### src/rtl/alu_cmd_issuer.sv
// Command FIFO plus issue FSM that drives a fixed-latency ALU and returns its results in order.

// Generic synchronous FIFO with occupancy count; pointers wrap modulo DEPTH.
// Latency: a pushed entry is visible at rd_dat on the edge after the push.
// Backpressure: push is ignored when full and pop is ignored when empty, even if both happen in one cycle.
module alu_cmd_fifo #(
   parameter int W     = 11,
   parameter int DEPTH = 4
) (
   input  logic         clk,
   input  logic         rst_n,
   input  logic         push,
   input  logic         pop,
   input  logic [W-1:0] wr_dat,
   output logic [W-1:0] rd_dat,
   output logic         full,
   output logic         empty
);
   localparam int AW = $clog2(DEPTH);

   logic [W-1:0]  mem [DEPTH];
   logic [AW-1:0] wr_ptr;
   logic [AW-1:0] rd_ptr;
   logic [AW:0]   count;
   logic          do_push;
   logic          do_pop;

   assign full    = (count == (AW+1)'(DEPTH));
   assign empty   = (count == '0);
   assign do_push = push && !full;
   assign do_pop  = pop && !empty;
   assign rd_dat  = mem[rd_ptr];

   always_ff @(posedge clk) begin
      if (do_push) mem[wr_ptr] <= wr_dat;
   end

   always_ff @(posedge clk or negedge rst_n) begin
      if (!rst_n) begin
         wr_ptr <= '0;
         rd_ptr <= '0;
         count  <= '0;
      end else begin
         if (do_push) wr_ptr <= wr_ptr + 1'b1;
         if (do_pop)  rd_ptr <= rd_ptr + 1'b1;
         case ({do_push, do_pop})
            2'b10:   count <= count + 1'b1;
            2'b01:   count <= count - 1'b1;
            default: count <= count;
         endcase
      end
   end
endmodule

// Issues buffered {op,B,A} commands to the ALU one at a time and returns the sampled results.
// Latency: operands update one edge after the command reaches the FIFO head; result sampled ALU_LATENCY edges later.
// Backpressure: cmd_ready is !full from registered state; a stalled response holds operands and blocks further issue.
module alu_cmd_issuer #(
   parameter int DEPTH       = 4,
   parameter int ALU_LATENCY = 2
) (
   input  logic        clk,
   input  logic        rst_n,
   input  logic        cmd_valid,
   input  logic [10:0] cmd_data,
   output logic        cmd_ready,
   output logic [3:0]  alu_a,
   output logic [3:0]  alu_b,
   output logic [2:0]  alu_op,
   input  logic [7:0]  alu_result,
   output logic        rsp_valid,
   output logic [7:0]  rsp_data,
   input  logic        rsp_ready,
   output logic        busy,
   output logic [7:0]  rsp_count
);
   typedef enum logic [1:0] {IDLE, WAIT, RESP} state_t;

   state_t      state;
   logic [3:0]  lat_cnt;
   logic [10:0] head_dat;
   logic        fifo_full;
   logic        fifo_empty;
   logic        issue_vld;

   // Pop only from IDLE, so at most one command is ever in flight at the ALU.
   assign issue_vld = (state == IDLE) && !fifo_empty;
   assign cmd_ready = !fifo_full;
   assign busy      = !fifo_empty || (state != IDLE);

   alu_cmd_fifo #(.W(11), .DEPTH(DEPTH)) u_fifo (
      .clk    (clk),
      .rst_n  (rst_n),
      .push   (cmd_valid),
      .pop    (issue_vld),
      .wr_dat (cmd_data),
      .rd_dat (head_dat),
      .full   (fifo_full),
      .empty  (fifo_empty)
   );

   always_ff @(posedge clk or negedge rst_n) begin
      if (!rst_n) begin
         state     <= IDLE;
         lat_cnt   <= '0;
         alu_a     <= '0;
         alu_b     <= '0;
         alu_op    <= '0;
         rsp_valid <= 1'b0;
         rsp_data  <= '0;
         rsp_count <= '0;
      end else begin
         case (state)
            IDLE: begin
               if (issue_vld) begin
                  alu_a   <= head_dat[3:0];
                  alu_b   <= head_dat[7:4];
                  alu_op  <= head_dat[10:8];
                  lat_cnt <= 4'(ALU_LATENCY);
                  state   <= WAIT;
               end
            end
            WAIT: begin
               lat_cnt <= lat_cnt - 4'd1;
               // Count of 1 marks the edge exactly ALU_LATENCY edges after the operand load.
               if (lat_cnt == 4'd1) begin
                  rsp_data  <= alu_result;
                  rsp_valid <= 1'b1;
                  state     <= RESP;
               end
            end
            RESP: begin
               if (rsp_ready) begin
                  rsp_valid <= 1'b0;
                  rsp_count <= rsp_count + 8'd1;
                  state     <= IDLE;
               end
            end
            default: state <= IDLE;
         endcase
      end
   end
endmodule

### config.mk
export PLATFORM = sky130hd
export DESIGN_NAME = alu_cmd_issuer
export DESIGN_NICKNAME = d
export VERILOG_FILES = /design/src/rtl/alu_cmd_issuer.sv
export SDC_FILE = /design/constraint.sdc
export NUM_CORES = 1
export LEC_CHECK = 0
export ABC_CLOCK_PERIOD_IN_PS = 2560
export BUFFER_PORTS_ARGS = -buffer_cell sky130_fd_sc_hd__buf_2
export CAP_MARGIN = 15
export CELL_PAD_IN_SITES_DETAIL_PLACEMENT = 0
export CELL_PAD_IN_SITES_GLOBAL_PLACEMENT = 1
export CORE_UTILIZATION = 47
export CTS_BUF_LIST = sky130_fd_sc_hd__clkbuf_16
export CTS_CLUSTER_SIZE = 14
export DETAILED_ROUTE_END_ITERATION = 7
export GPL_TIMING_DRIVEN = 0
export PLACE_DENSITY = 0.78
export SYNTH_ARGS = -nofsm -noshare
export SYNTH_HDL_FRONTEND = slang
export SYNTH_SLANG_ARGS = --single-unit
### constraint.sdc
create_clock -name clk -period 2.56 [get_ports clk]
set_input_delay 0.384 -clock clk [delete_from_list [all_inputs] [get_ports clk]]
set_output_delay 0.384 -clock clk [all_outputs]
set_load 0.03 [all_outputs]
==> results.yml, run 1 <==
run_status:
  status: "finished clean"
floorplanning:
  ios: 53
  core_um2: 6982
  dieArea_um2: 7743
  initial_core_util: 0.4978
  die_w_um: 88.00
  fp.dieH_um: 88.00
  rows: 30
sta:
  finalHoldViolCount: 0
  relSlewSlack: 0.3856
  timing_worst_slew_pin_value_ps: 921.6
  finalSetupViolCount: 0
  skew_ps: 4.543
  fin_crit_sh: 0.9041
  fin_tns_setup_ps: 0
  final_max_slew_viol_count: 0
  fmax_mhz: 432.1
  fin_crit_ps: 2315
  rsz0062_at_grt: "no"
  worst_slack_ps: 245.5
  timing.hold.ws_ps: 187.6
placed_design:
  port_buffers: 52
  placed_area_um2: 3856
  place_inst: 344
  place.gp.congestion: 0.6978
  pre_cts_ws_ps: 240.9
  hpwlAfterDp_um: 3819
worst_hold_path:
  min_path_type: "in2async"
drt:
  avgViaCountPerCell: 5.061
  wire_per_inst_um: 16.01
  finalWirelength_um: 5762
  vias: 1822
  first_iter_violations: 40
  ant_nets: 0
  dr.pass1.iters: 4
  drc_errors: 0
worst_setup_path:
  startpoint_type: "register"
  worst_ep_required_time_ps: 2810
  reg2reg_to: "u_fifo.count[2]"
  r2r_slack_ps: 250
  cp.arrival_ps: 2570
  r2r-start: "u_fifo.count[1]"
  r2r_cells: 9
  crit_path_end_kind: "register"
  cp_max_fo: 10
  worstSetupPathType: "reg2reg"
run:
  drv_cap: 0
grt:
  antenna_found_initial: 0
  grt_pass1_wl_um: 9335
  overflow: 0
  grt_max_degree: 42
  grt.total_usage: 0.1709
  grt_pass1_vias: 1895
clock_network:
  clock_latency_ps: 330
  cts_resized: 0
  clock-sinks: 85
  clk_path_buf_depth: 2
  cts-htree-levels: 3
  cts_tree: "yes"
  cts_hold_buf: 0
  post_cts_buffers: 0
  path_clk_slew_ps: 60
  cts_inserted_buffers: 9
  cts_root_buf: "clkbuf_16"
logic_synthesis:
  ys_warn_count: 0
  yosysTopAreaCell: "edfxtp_1"
  synthXorXnorAreaFrac: 0.03528
  ys_seq_elements: 85
  syn_inst: 196
  yosysTopAreaCellShare: 0.3801
  synth_seq_area_share: 0.6753
  synth_compound_area_frac: 0.01332
  postSynthAreaPerCell_um2: 17.73
  synthMuxAreaShare: 0.1641
  synth-simple-area-share: 0.06156
  async_reset_ff_frac: 0.4824
  syn_area_um2: 3476
  ys_types: 35
  synth.area.top_cells: "edfxtp_1 38%, dfrtp_1 30%, mux4_1 8.3%"
  synth_edf_count: 44
  synth_top_family_by_area: "multiplexers"
  synth_flop_cell: "edfxtp_1"
  synth_nets: 228
  synthAdderAreaFrac: 0.03456
final_layout:
  antenna_cells: 0
  fill_cells: 551
  final_util: 0.6056
  final_cell_area_um2: 4228
  drive_gt1_frac: 0.3712
  layout_common_cells: "52 x buf_2, 44 x edfxtp_1, 41 x dfrtp_1, 13 x mux2_2, 11 x mux4_1"
  final_nets: 291
  layout_commonest_cell: "buf_2"
  stdcell_count: 360
  areaGrowthSynthToFinish_pct: 21.63
pwr:
  ir_worst_vdd_v: 0.0007148
  p_leak_nw: 1.827
  p_switching_mw: 1.840
  switching_share: 0.3241
  p_seq_frac: 0.380
  powerDensity_nw_per_um2: 1343
  clockPowerShare: 0.278
  finalPower_mw: 5.676
  p_int_mw: 3.837
  pwr-share-comb: 0.342
==> power by group through the flow <==
stage | clock [mW] | sequential, mW | combinational [mW]
floorplan | 0 | 2.48 | 1.14
global placement | 0 | 2.16 | 1.91
detailed placement | 0 | 2.18 | 1.97
CTS | 1.61 | 2.16 | 1.98
global route | 1.67 | 2.21 | 2.10
finish | 1.58 | 2.16 | 1.94
==> cell type report <==
class                   instances  area [um^2]  area share
inverters                       7        28.78    0.006807
flip-flops and latches         85         2347      0.5552
multi-input cells             101         1074      0.2539
well taps                      96        120.1     0.02841
plain buffers                   3        26.28    0.006215
clock buffers                   9        225.2     0.05327
clock inverters                 7        146.4     0.03463
repair buffers                 52        260.3     0.06156
==> worst max path at each step <==
stage,startpoint,cells after the start,slack [ps],to
after CTS,u_fifo.count[0],9,220,u_fifo.count[2]
after floorplan,u_fifo.count[1],6,350,u_fifo.count[1]
final,u_fifo.count[1],9,250,u_fifo.count[2]
after detailed placement,u_fifo.count[1],9,240,u_fifo.count[2]
after global placement,u_fifo.count[0],9,290,u_fifo.count[2]
after global routing,u_fifo.count[0],9,110,u_fifo.count[2]
==> synth_stat cells, types with 2 or more instances <==
library cell	number
buf_6	2
edfxtp_1	44
nand3_1	3
nor2_1	9
ha_1	8
dfrtp_1	41
nor3_1	3
xor2_1	8
mux2_2	13
nand2b_1	2
o21ai_0	2
xnor2_1	6
mux2_4	9
nand2_1	7
inv_1	6
mux4_1	11
and3_1	4
==> worst max-delay path, stage by stage, from the launching register on <==
cell	delay, ps
dfrtp_1	440
or3_4	430
nand2_4	120
inv_4	60
buf_6	160
ha_1	240
fa_1	390
xnor2_1	130
nor2_1	110
xor2_1	160
==> per-layer routing <==
layer / global-route usage / vias up / wire [um]
met5: 0 / - / 0
met4: 0.08942 / 0 / 126
met3: 0.03959 / 12 / 185
met2: 0.2918 / 35 / 3019
met1: 0.2022 / 910 / 2431
li1: - / 865 / -
==> state kept, by name, indices dropped and copies added, names as in the netlist, 3 cells and up <==
| name | cells |
|---|---|
| alu_b | 4 |
| u_fifo.count | 3 |
| rsp_count | 8 |
| lat_cnt | 4 |
| u_fifo.mem | 44 |
| alu_a | 4 |
| alu_op | 3 |
| rsp_data | 8 |
==> cell families (layout without fill, tap and decap cells) <==
kind of cell    Yosys count  count (layout)
mux                      33              33
fa+ha+maj                 9               9
simple gates             38              38
flops                    85              85
compound gates            7               7
xor+xnor                 14              14
buf+inv                  10              78
Power figures use the tool's default switching activity.
==> run 2: changes to the inputs <==
CORE_UTILIZATION = 25   (was 47)
PLACE_DENSITY = 0.47   (was 0.78)
RECOVER_POWER = 50   (was not set)
==> run 2 against run 1 <==
  * Via count is 0.88% lower
  * Combinational power hardly changed
  * Clock skew is 3.1 ps higher
  * Core utilization is 29 points lower
  * Critical endpoint unchanged
  * Clock power is 8% lower
  * Setup slack worse by 9.4 ps
  * Highest routed layer unchanged
==> results.yml, run 2 (synthesis results as in run 1) <==
worst_setup_path:
  startpoint_type: "register"
  crit_path_end_kind: "register"
  cp.arrival_ps: 2590
  cp_max_fo: 10
  worstSetupPathType: "reg2reg"
  worst_ep_required_time_ps: 2830
final_layout:
  layout_commonest_cell: "edfxtp_1"
  layout_common_cells: "44 x edfxtp_1, 41 x dfrtp_1, 34 x buf_2, 18 x clkbuf_1, 13 x mux2_2"
  final_nets: 291
  areaGrowthSynthToFinish_pct: 22.57
  antenna_cells: 0
  largest_reg_flops: 44
  reg_top3: "u_fifo.mem x44, rsp_count x8, rsp_data x8"
  top_register: "u_fifo.mem"
  drive_gt1_frac: 0.2992
  stdcell_count: 440
worst_hold_path:
  min_path_type: "in2async"
run:
  drv_cap: 0
sta:
  fin_tns_setup_ps: 0
  relSlewSlack: 0.2692
  rsz0062_at_grt: "no"
  final_max_slew_viol_count: 0
  skew_ps: 7.661
  fmax_mhz: 430.3
  finalHoldViolCount: 0
  timing_worst_slew_pin_value_ps: 1096
  fin_crit_ps: 2324
  timing.hold.ws_ps: 239.8
  fin_crit_sh: 0.9078
  finalSetupViolCount: 0
  worst_slack_ps: 236.1
placed_design:
  port_buffers: 52
  pre_cts_ws_ps: 241.0
  place_inst: 424
  hpwlAfterDp_um: 4092
  place.gp.congestion: 0.6813
drt:
  dr.pass1.iters: 4
  vias: 1806
  finalWirelength_um: 6335
  drc_errors: 0
  ant_nets: 0
  wire_per_inst_um: 14.40
  first_iter_violations: 63
  avgViaCountPerCell: 4.105
clock_network:
  cts_root_buf: "clkbuf_16"
  clock_latency_ps: 340
  post_cts_buffers: 0
  path_clk_slew_ps: 70
  cts_tree: "yes"
  clk_path_buf_depth: 2
  cts-htree-levels: 3
  cts_inserted_buffers: 9
  cts_resized: 0
  cts_hold_buf: 0
  clock-sinks: 85
floorplanning:
  fp.dieH_um: 119.9
  initial_core_util: 0.2594
  rows: 42
  ios: 53
  die_w_um: 119.9
  dieArea_um2: 14380
  core_um2: 13400
run_status:
  status: "finished clean"
grt:
  antenna_found_initial: 0
  overflow: 0
  grt.total_usage: 0.09549
  grt_pass1_vias: 1812
  grt_max_degree: 42
  grt_pass1_wl_um: 9901
pwr:
  ir_worst_vdd_v: 0.0003961
  p_int_mw: 3.633
  clockPowerShare: 0.264
  p_seq_frac: 0.387
  p_leak_nw: 1.759
  p_switching_mw: 1.897
  powerDensity_nw_per_um2: 1298
  switching_share: 0.3430
  pwr-share-comb: 0.348
==> run 2: cell count changes in the layout (fill, tap and decap cells not counted) <==
cell | before | now
nand3b_2 | 1 | 0
clkbuf_1 | 1 | 18
nand3b_1 | 1 | 2
or3_1 | 0 | 1
buf_2 | 52 | 34
inv_8 | 0 | 2
clkinv_4 | 2 | 0
bufinv_16 | 4 | 2
clkbuf_2 | 0 | 1
inv_6 | 1 | 3
or3_4 | 1 | 0
==> run 2: worst max-delay path: stages, from the launching register on <==
cell	delay, ps
dfrtp_1	430
or3_1	450
nand2_4	140
inv_4	60
buf_6	160
ha_1	240
fa_1	380
xnor2_1	130
nor2_1	110
xor2_1	140
==> run 2: power groups by stage <==
stage / sequential [mW] / clock (mW) / combinational (mW)
global placement: 2.17 / 0 / 1.98
global route: 2.19 / 1.56 / 2.11
detailed placement: 2.17 / 0 / 2.00
floorplan: 2.48 / 0 / 1.14
finish: 2.14 / 1.46 / 1.93
CTS: 2.15 / 1.51 / 2.01
==> run 2: worst paths after layout <==
path,cells after the start,slack (ps),startpoint,end
setup / recovery,9,240,u_fifo.count[1],u_fifo.count[2]
hold reg to reg,1,470,rsp_count[7],rsp_count[7]
min in group clk,2,250,rsp_ready,state[1]
max in group asynchronous,1,1650,rst_n,u_fifo.wr_ptr[0]
hold / removal,1,240,rst_n,rsp_count[6]
setup reg to reg,9,240,u_fifo.count[1],u_fifo.count[2]
==> run 2: per-layer routing <==
metal | wire (um) | up-vias | track usage | share of wire
met5 | 0 | - | 0 | 0
met4 | 99 | 0 | 0.03516 | 0.016
met1 | 2872 | 879 | 0.1139 | 0.45
met2 | 2930 | 56 | 0.1509 | 0.46
met3 | 433 | 10 | 0.04278 | 0.068
li1 | - | 861 | - | -
==> run 2: final cells by class <==
class                           count  area (um^2)
Inverter                            7        28.78
Clock buffer                        9        225.2
Timing Repair Buffer               52        239.0
Sequential cell                    85         2347
Tap cell                          176        220.2
Buffer                              3        26.28
Multi-Input combinational cell    101         1065
Fill cell                        1369         9140
Clock inverter                      7        108.9
==> run 2: stage by stage <==
stage                     instance area, um^2  utilization  power, mW
after floorplan                          3476            -      3.623
after global placement                   3956       0.2952      4.148
after detailed placement                 3956       0.2952      4.177
after CTS                                4290       0.3202      5.663
after global routing                     4260       0.3179      5.868
final                                    4260       0.3179      5.530
==> run 3: changes to the inputs <==
ABC_CLOCK_PERIOD_IN_PS = 2300   (was 2560)
clock period = 2.3 ns   (was 2.56 ns; I/O delays follow)
==> run 3 against run 2 <==
  * Via count up 1.2%
  * Sequential power up 11%
  * Register-to-register slack worse by 130 ps
  * Sequential cell count unchanged
  * Design area up 1.6%
  * Core utilization up 0.51 points
  * Count of clock-buffer cells in the layout unchanged
  * Global-route usage about the same
  * Critical path type unchanged
  * Largest power group unchanged
==> results.yml, run 3 (synthesis results as in run 1) <==
run_status:
  status: "finished clean"
floorplanning:
  rows: 42
  core_um2: 13400
  initial_core_util: 0.2594
  ios: 53
  fp.dieH_um: 119.9
  dieArea_um2: 14380
  die_w_um: 119.9
drt:
  dr.pass1.iters: 4
  drc_errors: 0
  vias: 1827
  wire_per_inst_um: 14.37
  ant_nets: 0
  finalWirelength_um: 6407
  avgViaCountPerCell: 4.096
  first_iter_violations: 70
pwr:
  pwr-share-comb: 0.364
  p_switching_mw: 2.147
  p_seq_frac: 0.378
  clockPowerShare: 0.258
  powerDensity_nw_per_um2: 1452
  p_int_mw: 4.140
  ir_worst_vdd_v: 0.0004411
  switching_share: 0.3415
  p_leak_nw: 1.783
sta:
  fmax_mhz: 455.4
  skew_ps: 8.034
  finalHoldViolCount: 0
  finalSetupViolCount: 0
  worst_slack_ps: 104.0
  final_max_slew_viol_count: 0
  fin_crit_sh: 0.9548
  fin_tns_setup_ps: 0
  fin_crit_ps: 2196
  timing_worst_slew_pin_value_ps: 1112
  relSlewSlack: 0.2586
worst_setup_path:
  worst_ep_required_time_ps: 2520
  startpoint_type: "register"
  cp_max_fo: 10
  cp.arrival_ps: 2420
  worstSetupPathType: "reg2reg"
  crit_path_end_kind: "register"
final_layout:
  areaGrowthSynthToFinish_pct: 24.55
  multiInputGateArea_um2: 1086
  fill_cells: 1367
  top_register: "u_fifo.mem"
  antenna_cells: 0
  final_util: 0.3231
  layout_commonest_cell: "edfxtp_1"
  drive_gt1_frac: 0.3259
  largest_reg_flops: 44
  reg_top3: "u_fifo.mem x44, rsp_count x8, rsp_data x8"
  ff_latch_area_um2: 2349
  final_nets: 297
  layout_common_cells: "44 x edfxtp_1, 40 x dfrtp_1, 32 x buf_2, 20 x clkbuf_1, 13 x mux2_2"
placed_design:
  hpwlAfterDp_um: 4092
  place.gp.congestion: 0.6813
  port_buffers: 52
  pre_cts_ws_ps: -19.01
clock_network:
  cts_tree: "yes"
  path_clk_slew_ps: 70
  clock-sinks: 85
  cts_root_buf: "clkbuf_16"
  cts-htree-levels: 3
  cts_inserted_buffers: 9
  clock_latency_ps: 340
  clk_path_buf_depth: 2
grt:
  grt_pass1_vias: 1818
  grt_pass1_wl_um: 9915
  antenna_found_initial: 0
  overflow: 0
  grt.total_usage: 0.09560
  grt_max_degree: 42
run:
  drv_cap: 0
worst_hold_path:
  min_path_type: "in2async"
run 3: per-layer routing:
layer  vias up  track usage  wire length, um
li1        873            -                -
met1       888       0.1139             2880
met2        56       0.1512             2990
met3        10      0.04278              437
met4         0      0.03516               99
met5         -            0                0
run 3: power by group through the flow:
stage / Sequential (mW) / Clock, mW / Combinational, mW
CTS: 2.39 / 1.68 / 2.25
global placement: 2.41 / 0 / 2.21
global route: 2.43 / 1.74 / 2.50
detailed placement: 2.42 / 0 / 2.23
floorplan: 2.76 / 0 / 1.27
finish: 2.37 / 1.62 / 2.29
run 3: metrics by stage:
step	power (mW)	std cells	hold WS, ps	instance area, um^2
after floorplan	4.033	196	49.41	3476
after global placement	4.617	424	453.2	3956
after detailed placement	4.649	424	456.8	3956
after CTS	6.318	441	206.9	4299
after global routing	6.669	446	200.8	4329
final	6.287	446	209.0	4329
run 3: final cells by class:
class / instances / area share
inverters: 7 / 0.006647
well taps: 176 / 0.05087
repair buffers: 58 / 0.06503
multi-input cells: 101 / 0.2509
clock inverters: 7 / 0.02514
plain buffers: 3 / 0.006936
clock buffers: 9 / 0.05202
flip-flops and latches: 85 / 0.5425
run 3: final timing paths:
check	start	to	slack, ps	cells after the start
hold reg to reg	rsp_count[7]	rsp_count[7]	470	1
setup reg to reg	u_fifo.count[0]	u_fifo.count[2]	100	9
hold / removal	rst_n	alu_b[1]	210	1
min in group clk	rsp_ready	state[1]	210	2
max in group asynchronous	rst_n	u_fifo.count[0]	1350	1
setup / recovery	u_fifo.count[0]	u_fifo.count[2]	100	9
run 3: worst max-delay path, cell delays in order (launching register included):
cell	delay, ps
dfrtp_2	400
or3_4	420
nand2_8	100
inv_4	50
buf_8	150
ha_2	210
fa_1	370
xnor2_1	140
nor2_1	70
xor2_1	150
run 3: repair_timing:
item	in CTS	in global routing
pin swaps	0	3
gates resized for setup	1	5
hold buffers	0	0
buffers inserted	1	5
endpoints found under the setup margin	1	2
